==> config.mk <==
export PLATFORM = sky130hd
export DESIGN_NAME = fetch_decode_queue
export DESIGN_NICKNAME = d
export VERILOG_FILES = /design/src/rtl/fetch_decode_queue_pkg.sv /design/src/rtl/fetch_decode_queue_storage.sv /design/src/rtl/fetch_decode_queue.sv
export SDC_FILE = /design/constraint.sdc
export NUM_CORES = 1
export LEC_CHECK = 0
export ABC_AREA = 1
export BUFFER_PORTS_ARGS = -buffer_cell sky130_fd_sc_hd__buf_2
export CAP_MARGIN = 10
export CORE_MARGIN = 2
export CORE_UTILIZATION = 60
export DETAILED_ROUTE_END_ITERATION = 12
export GPL_TIMING_DRIVEN = 0
export MAX_ROUTING_LAYER = met4
export PLACE_DENSITY_LB_ADDON = 0.25
export REMOVE_ABC_BUFFERS = 1
export SLEW_MARGIN = 0
export SYNTH_ARGS = -nofsm -noshare
export SYNTH_HDL_FRONTEND = slang
export SYNTH_SLANG_ARGS = --single-unit
==> constraint.sdc <==
create_clock -name clk -period 15.8 [get_ports clk]
set_clock_uncertainty 0.05 [all_clocks]
set_input_delay 3.16 -clock clk [delete_from_list [all_inputs] [get_ports clk]]
set_output_delay 3.16 -clock clk [all_outputs]
set_load 0.02 [all_outputs]
==> src/rtl/fetch_decode_queue_pkg.sv <==
// Shared definitions for the fetch/decode instruction queue: entry layout and NOP encoding.
package fetch_decode_queue_pkg;

  localparam logic [31:0] NOP_INSTR   = 32'h0;
  localparam int          FDQ_ENTRY_W = 97;

  // Bit offsets of each field inside the packed entry word.
  localparam int OFF_PRED_PC    = 0;
  localparam int OFF_PRED_TAKEN = 32;
  localparam int OFF_PCPLUS4    = 33;
  localparam int OFF_INSTR      = 65;

  typedef struct packed {
    logic [31:0] instr;
    logic [31:0] pcplus4;
    logic        pred_taken;
    logic [31:0] pred_pc;
  } fdq_entry_t;

endpackage

==> src/rtl/fetch_decode_queue_storage.sv <==
// DEPTH x W register file for the instruction queue: one clocked write port, one async read port.
module fdq_storage #(
  parameter int DEPTH = 4,
  parameter int AW    = 2,
  parameter int W     = 97
) (
  input  logic          clk,
  input  logic          we,
  input  logic [AW-1:0] waddr,
  input  logic [W-1:0]  wdata,
  input  logic [AW-1:0] raddr,
  output logic [W-1:0]  rdata
);

  logic [W-1:0] mem [DEPTH];

  // No reset: occupancy is tracked by the pointers, stale contents are never exposed.
  always_ff @(posedge clk) begin
    if (we) mem[waddr] <= wdata;
  end

  assign rdata = mem[raddr];

endmodule

==> src/rtl/fetch_decode_queue.sv <==
// Fetch-to-decode instruction queue with flush on redirect.
// Optional macro FDQ_BYPASS_EN: same-cycle pass-through of enq_* to the D outputs when empty.
module fetch_decode_queue
  import fetch_decode_queue_pkg::*;
#(
  parameter int DEPTH = 4,
  parameter int AW    = 2
) (
  input  logic          clk,
  input  logic          reset,
  input  logic          enq_valid,
  input  logic [31:0]   enq_instr,
  input  logic [31:0]   enq_pcplus4,
  input  logic          enq_pred_taken,
  input  logic [31:0]   enq_pred_pc,
  output logic          enq_ready,
  input  logic          deq_ready,
  output logic          deq_valid,
  output logic [31:0]   instrD,
  output logic [31:0]   pcplus4D,
  output logic          pred_takenD,
  output logic [31:0]   pred_pcD,
  input  logic          flush,
  output logic [AW:0]   count
);

  localparam logic [AW:0] FULL_CNT = (AW+1)'(DEPTH);

  logic [AW-1:0]          rd_ptr, wr_ptr;
  logic                   empty, full, byp, do_enq, do_deq;
  fdq_entry_t             wentry;
  logic [FDQ_ENTRY_W-1:0] rdata;

  assign empty = (count == '0);
  assign full  = (count == FULL_CNT);

`ifdef FDQ_BYPASS_EN
  assign byp = empty && enq_valid && !flush;
`else
  assign byp = 1'b0;
`endif

  assign enq_ready = !full;
  assign deq_valid = !empty || byp;

  // A bypassed entry consumed in the same cycle never touches storage.
  assign do_enq = enq_valid && !full && !flush && !(byp && deq_ready);
  assign do_deq = deq_ready && !empty && !flush;

  assign wentry = '{instr:      enq_instr,
                    pcplus4:    enq_pcplus4,
                    pred_taken: enq_pred_taken,
                    pred_pc:    enq_pred_pc};

  fdq_storage #(.DEPTH(DEPTH), .AW(AW), .W(FDQ_ENTRY_W)) u_storage (
    .clk   (clk),
    .we    (do_enq),
    .waddr (wr_ptr),
    .wdata (wentry),
    .raddr (rd_ptr),
    .rdata (rdata)
  );

  always_ff @(posedge clk or posedge reset) begin
    if (reset) begin
      rd_ptr <= '0;
      wr_ptr <= '0;
      count  <= '0;
    end else if (flush) begin
      rd_ptr <= '0;
      wr_ptr <= '0;
      count  <= '0;
    end else begin
      if (do_enq) wr_ptr <= wr_ptr + 1'b1;
      if (do_deq) rd_ptr <= rd_ptr + 1'b1;
      case ({do_enq, do_deq})
        2'b10:   count <= count + 1'b1;
        2'b01:   count <= count - 1'b1;
        default: count <= count;
      endcase
    end
  end

  always_comb begin
    instrD      = NOP_INSTR;
    pcplus4D    = '0;
    pred_takenD = 1'b0;
    pred_pcD    = '0;
    if (byp) begin
      instrD      = enq_instr;
      pcplus4D    = enq_pcplus4;
      pred_takenD = enq_pred_taken;
      pred_pcD    = enq_pred_pc;
    end else if (!empty) begin
      instrD      = rdata[OFF_INSTR +: 32];
      pcplus4D    = rdata[OFF_PCPLUS4 +: 32];
      pred_takenD = rdata[OFF_PRED_TAKEN];
      pred_pcD    = rdata[OFF_PRED_PC +: 32];
    end
  end

endmodule
==> impl_results.md, run 1 <==
- Critical Path End Type: primary output
- Hold buffers post-CTS: 0
- Register Area: 11800 um2
- Root buffer cell: clkbuf_16
- Cells after synthesis: 1208
- Crit Path Max Fanout: 107
- Initial Util: 61.2%
- Commonest non-fill, non-tap cell in the layout: nor2_1
- Setup ws final: 9570 ps
- Clock Path Buffers: 3
- Yosys warning count: 0
- P per Cell Area: 171 nW/um2
- H-tree levels: 2
- DRT iter0 DRCs: 944
- Flop-to-flop setup slack: 13180 ps
- Place WS: 10100 ps
- Worst hold path class: register to register
- Tmin final: 6230 ps
- Initial antenna violation count: 5
- Area grow syn2layout: 18.5%
- Status: complete, no violations
- CTS Buf Count: 39
- Largest net degree at the start of global routing: 108
- Multi-input gate area: 3190 um2
- Critical Path AT: 3020 ps
- Fillers: 1609
- Power Total: 3.13 mW
- RSZ-0062 raised after global routing: no
- Max_cap viols: 0
- CTS tree: yes
- Worst ir drop on vdd: 243 uV
- Leading cell types in the layout, fill and taps excluded: 389 x nor2_1, 388 x edfxtp_1, 203 x buf_2, 102 x o21ai_0, 100 x a21oi_1
- First-pass GRT wire length: 47900 um
- Final setup fails: 0
- Die Area: 27000 um2
- F_max: 0.161 GHz
- Port buffer count: 203
- # resized after CTS: 0
- Wire per inst: 18.1 um
- Post-CTS Setup Inserts: 0
- Pleak: 6.62 nW
- Clock latency at the later pin of the worst-skew pair: 510 ps
- WL final: 32000 um
- Slew @ Worst Pin: 881 ps
- Antenna-violating nets left: 0
- Dpl hpwl: 18000 um
- RR Startpoint: count[0]
- Layout cell share with drive strength beyond 1: 20.2%
- Final Max Slew Viols: 0
- Boundary Pins: 204
- R2R Path End: u_storage.mem[1][77]
- CP startpoint kind: register
- GRT overflow: 0
- Kind of critical path: register to primary output
- All-Layer GR Usage: 23.9%
- Drt first pass iters: 7
- Rel. slew slack: 41.3%
- Worst reg-to-reg path cell count: 9
- FF+latch count, synth: 395
- Core Region: 25300 um2
- Crit. Startpoint: rd_ptr[0]
- GP Congestion: 0.797
- Post-route setup TNS: 0 ps
- Crit path to: instrD[22]
- Syn Area/Cell: 12.8 um2
- # clock sinks: 395
- Fin. Hold Viols: 0
- Critical Path RT: 12590 ps
- Mapped cell area: 15400 um2
- Vias per std cell: 5.57
- Tcrit/Tclk final: 39.4%
- Cell variety after synth: 22
- CTS clk-pin slew, worst paths: 60 ps
- Remaining DRCs: 0
- Die Wd: 164 um
- Via count: 9824
- Post-synthesis sequential area ratio: 76.6%
- Nets: 1505
- Vias in the first global route: 9540
- FP Rows: 58
- Die height: 164 um
[area by class of cell]
type / count / area share (%)
Clock inverter: 18 / 1.26
Inverter: 15 / 0.362
Sequential cell: 395 / 64.7
Clock buffer: 53 / 5.85
Timing Repair Buffer: 223 / 8.11
Multi-Input combinational cell: 724 / 17.4
Antenna cell: 5 / 0.0684
Tap cell: 330 / 2.26
[state kept, by name (all words and copies together), names as in the netlist]
register,flops
rd_ptr,2
u_storage.mem,388
wr_ptr,2
count,3
[critical path: stages (launching register included)]
cell,delay (ps)
dfrtp_4,800
inv_6,600
buf_16,410
o21ai_0,170
a21oi_1,220
buf_2,200
[routing by layer]
layer	wire length (um)	track usage [%]	vias up
met5	0	-	-
met2	16600	41.3	375
met1	12200	27.5	4711
met4	688	8.77	0
met3	2570	5.60	60
li1	-	-	4678
[worst min path at each step]
stage / startpoint / to / slack, ps / depth (start not counted)
3_3_place_gp: count[1] / count[1] / 510 / 2
5_1_grt: count[1] / count[1] / 550 / 2
3_5_place_dp: count[1] / count[1] / 520 / 2
6_report: count[1] / count[1] / 520 / 2
2_1_floorplan: wr_ptr[1] / wr_ptr[1] / 530 / 2
4_1_cts: count[1] / count[1] / 530 / 2
[per-stage QoR]
| step | util, % | instances | hold slack, ps | area [um2] |
|---|---|---|---|---|
| floorplan | - | 1134 | 530 | 15000 |
| global placement | 65.2 | 1667 | 505 | 16500 |
| detailed placement | 67.3 | 1687 | 517 | 17000 |
| CTS | 72.4 | 1758 | 529 | 18300 |
| global route | 72.5 | 1763 | 546 | 18300 |
| finish | 72.5 | 1763 | 522 | 18300 |
[logic make-up after synthesis]
| family | count (synthesis) | share of synthesized area (%) |
|---|---|---|
| and+or+nand+nor | 419 | 10.2 |
| DFF | 395 | 76.6 |
| AOI/OAI and AO/OA | 299 | 9.70 |
| buffers and inverters | 89 | 2.97 |
| adders and majority gates | 5 | 0.454 |
| xor gates and xnor gates | 1 | 0.0567 |
[cell usage after synthesis (all sizes together)]
| cell | number | area (um2) |
|---|---|---|
| fa | 1 | 20.0 |
| inv | 15 | 56.3 |
| nor2 | 395 | 1490 |
| clkbuf | 37 | 156 |
| o21ai | 198 | 991 |
| a21boi | 1 | 7.51 |
| nand3 | 2 | 10.0 |
| xnor2 | 1 | 8.76 |
| nand2 | 22 | 85.1 |
| a21oi | 100 | 500 |
| edfxtp | 388 | 11700 |
| ha | 4 | 50.1 |
| dfrtp | 7 | 175 |
| buf | 37 | 246 |
[where the power goes]
group / leakage (nW) / switching [mW] / internal [mW]
logic: 2.38 / 0.652 / 0.282
registers: 3.61 / 0.0434 / 1.21
clock network: 0.632 / 0.362 / 0.572
total: 6.62 / 1.06 / 2.07
No activity file was read; power rests on OpenSTA's default activity.
==> run 2: changes to the inputs <==
--- a/config.mk
+++ b/config.mk
@@ -9,7 +9,7 @@
 export BUFFER_PORTS_ARGS = -buffer_cell sky130_fd_sc_hd__buf_2
 export CAP_MARGIN = 10
 export CORE_MARGIN = 2
-export CORE_UTILIZATION = 60
+export CORE_UTILIZATION = 57
 export DETAILED_ROUTE_END_ITERATION = 12
 export GPL_TIMING_DRIVEN = 0
 export MAX_ROUTING_LAYER = met4
==> constraint.sdc (replaced) <==
create_clock -name clk -period 6.1 [get_ports clk]
set_clock_uncertainty 0.05 [all_clocks]
set_input_delay 1.22 -clock clk [delete_from_list [all_inputs] [get_ports clk]]
set_output_delay 1.22 -clock clk [all_outputs]
set_load 0.02 [all_outputs]
==> impl_results.md, run 2 (synthesized netlist as in run 1, its figures left out) <==
- CP startpoint kind: register
- Boundary Pins: 204 (unchanged)
- Final core occ: 68.0% (-4.5 points)
- # clock sinks: 395 (unchanged)
- RSZ-0062 raised after global routing: no
- Cell family with most CP delay: buffers and inverters
- Reg with most FFs: u_storage.mem
- Fin. Hold Viols: 0 (unchanged)
- Post-CTS Setup Inserts: 0 (unchanged)
- Vias per std cell: 5.41 (-3.0%)
- Sequential power share: 41.1% (+0.9 points)
- DRT iter0 DRCs: 725 (-23%)
- Clock Path Buffers: 3 (unchanged)
- Slowest stage delay, CP: 670 ps (-130 ps)
- Status: complete, no violations
- Switch Pwr: 2.72 mW (+160%)
- Remaining DRCs: 0 (unchanged)
- GP Congestion: 0.755 (-5.2%)
- Antenna-violating nets left: 0 (unchanged)
- Die Area: 28400 um2 (+5.1%)
- Logic pwr share: 30.9% (+1.0 points)
- CP cell instances: buf_16 -> inv_6 -> buf_16 -> o21ai_0 -> a21oi_1 -> buf_2
- # resized after CTS: 0 (unchanged)
- WL final: 31200 um (-2.5%)
- Initial antenna violation count: 5 (unchanged)
- P per Cell Area: 432 nW/um2 (+150%)
- Kind of critical path: register to primary output
- Leading cell types in the layout, fill and taps excluded: 389 x nor2_1, 388 x edfxtp_1, 203 x buf_2, 102 x o21ai_0, 100 x a21oi_1
- Via count: 9589 (-2.4%)
- Rel. slew slack: 37.7% (-3.6 points)
- Critical Path RT: 4830 ps (-7760 ps)
- Crit Path Max Fanout: 104 (-2.8%)
- Hold slack: 535 ps (+13.6 ps)
- Largest regs: u_storage.mem: 388 flops, count: 3 flops
- CP bufs+invs: 4 (+1)
- CTS tree: yes
- Pleak: 6.58 nW (-0.67%)
- Final Max Slew Viols: 0 (unchanged)
- Hold buffers post-CTS: 0 (unchanged)
- Clock power share: 27.9% (-2.0 points)
- Worst hold path class: register to register
- Critical Path End Type: primary output
- Net Sw Frac: 34.6% (+0.79 points)
- Core Region: 26800 um2 (+6.1%)
- Slowest-stage cell, CP: dfrtp_4
- Clock latency at the later pin of the worst-skew pair: 510 ps (about the same)
- Layout cell share with drive strength beyond 1: 20.1% (-0.070 points)
- Commonest non-fill, non-tap cell in the layout: nor2_1
- Drt first pass iters: 5 (-2)
- Worst reg-to-reg path cell count: 8 (-1)
- Final setup fails: 0 (unchanged)
- Vias in the first global route: 9554 (+0.15%)
- H-tree levels: 2 (unchanged)
- Die height: 169 um (+2.5%)
- Wire per inst: 17.6 um (-3.1%)
- Tcrit/Tclk final: 71.8%
- Area grow syn2layout: 18.0%
- Tmin final: 4380 ps
- FP Rows: 60 (+3.4%)
- Critical Path AT: 3110 ps (+90 ps)
- Slew @ Worst Pin: 932 ps (+51.3 ps)
- Port buffer count: 203 (unchanged)
- Largest net degree at the start of global routing: 105 (-2.8%)
- Top cell by count, worst path: buf_16
- First-pass GRT wire length: 48500 um (+1.3%)
- All-Layer GR Usage: 22.7% (-1.2 points)
- GRT overflow: 0 (unchanged)
- Initial Util: 57.6% (-3.5 points)
- Nets: 1507 (+0.13%)
- Worst ir drop on vdd: 478 uV (+96%)
- CTS clk-pin slew, worst paths: 60 ps (about the same)
- CTS Buf Count: 40 (+2.6%)
- Dpl hpwl: 17700 um (-1.7%)
- CP Depth: 6 (+1)
- Root buffer cell: clkbuf_16
- Max_cap viols: 0 (unchanged)
- Internal power: 5.14 mW (+150%)
- F_max: 0.228 GHz
- Die Wd: 169 um (+2.5%)
- Worst hold stages: 1 (-1)
- Max reg flops: 388 (unchanged)
## run 2: layout make-up
class	instances	area [um2]
Sequential cell	395	11800
Fill cell	1909	8580
Multi-Input combinational cell	724	3190
Timing Repair Buffer	224	1510
Clock buffer	51	1060
Tap cell	341	427
Clock inverter	19	114
Inverter	15	66.3
Antenna cell	5	12.5
## run 2: power by group through the flow
stage,logic [mW],clock network [mW],registers (mW)
4_1_cts,2.45,2.24,3.23
5_1_grt,2.65,2.35,3.25
2_1_floorplan,1.43,0,3.37
6_report,2.43,2.19,3.24
3_3_place_gp,2.27,0,3.45
3_5_place_dp,2.44,0,3.29
## run 2: final timing paths
| path | from | end | slack (ps) |
|---|---|---|---|
| min in group asynchronous | reset | rd_ptr[0] | 580 |
| max in group asynchronous | reset | rd_ptr[1] | 5170 |
| worst min register to register | count[0] | count[0] | 540 |
| worst max-delay path | rd_ptr[0] | pred_pcD[3] | 1720 |
| worst max register to register | count[0] | u_storage.mem[0][36] | 3380 |
| worst min-delay path | count[0] | count[0] | 540 |
## run 2: stage by stage
step / power, mW / TNS [ps] / instance area [um2] / cells / setup WS [ps]
final: 7.86 / 0 / 18200 / 1774 / 1720
after global routing: 8.25 / 0 / 18200 / 1774 / 1500
after CTS: 7.93 / 0 / 18200 / 1769 / 1670
after detailed placement: 5.74 / 0 / 17000 / 1699 / 2230
after global placement: 5.72 / -1923630 / 16500 / 1678 / -6220
after floorplan: 4.80 / -161080 / 15000 / 1134 / -1340
## run 2: per-layer routing
layer	GRT usage, %	share of wire [%]	wire [um]	up-vias
met5	-	0	0	-
met4	7.65	2.2	683	0
met3	5.45	7.2	2250	51
met2	38.5	51	15900	283
met1	27.0	40	12300	4588
li1	-	-	-	4667
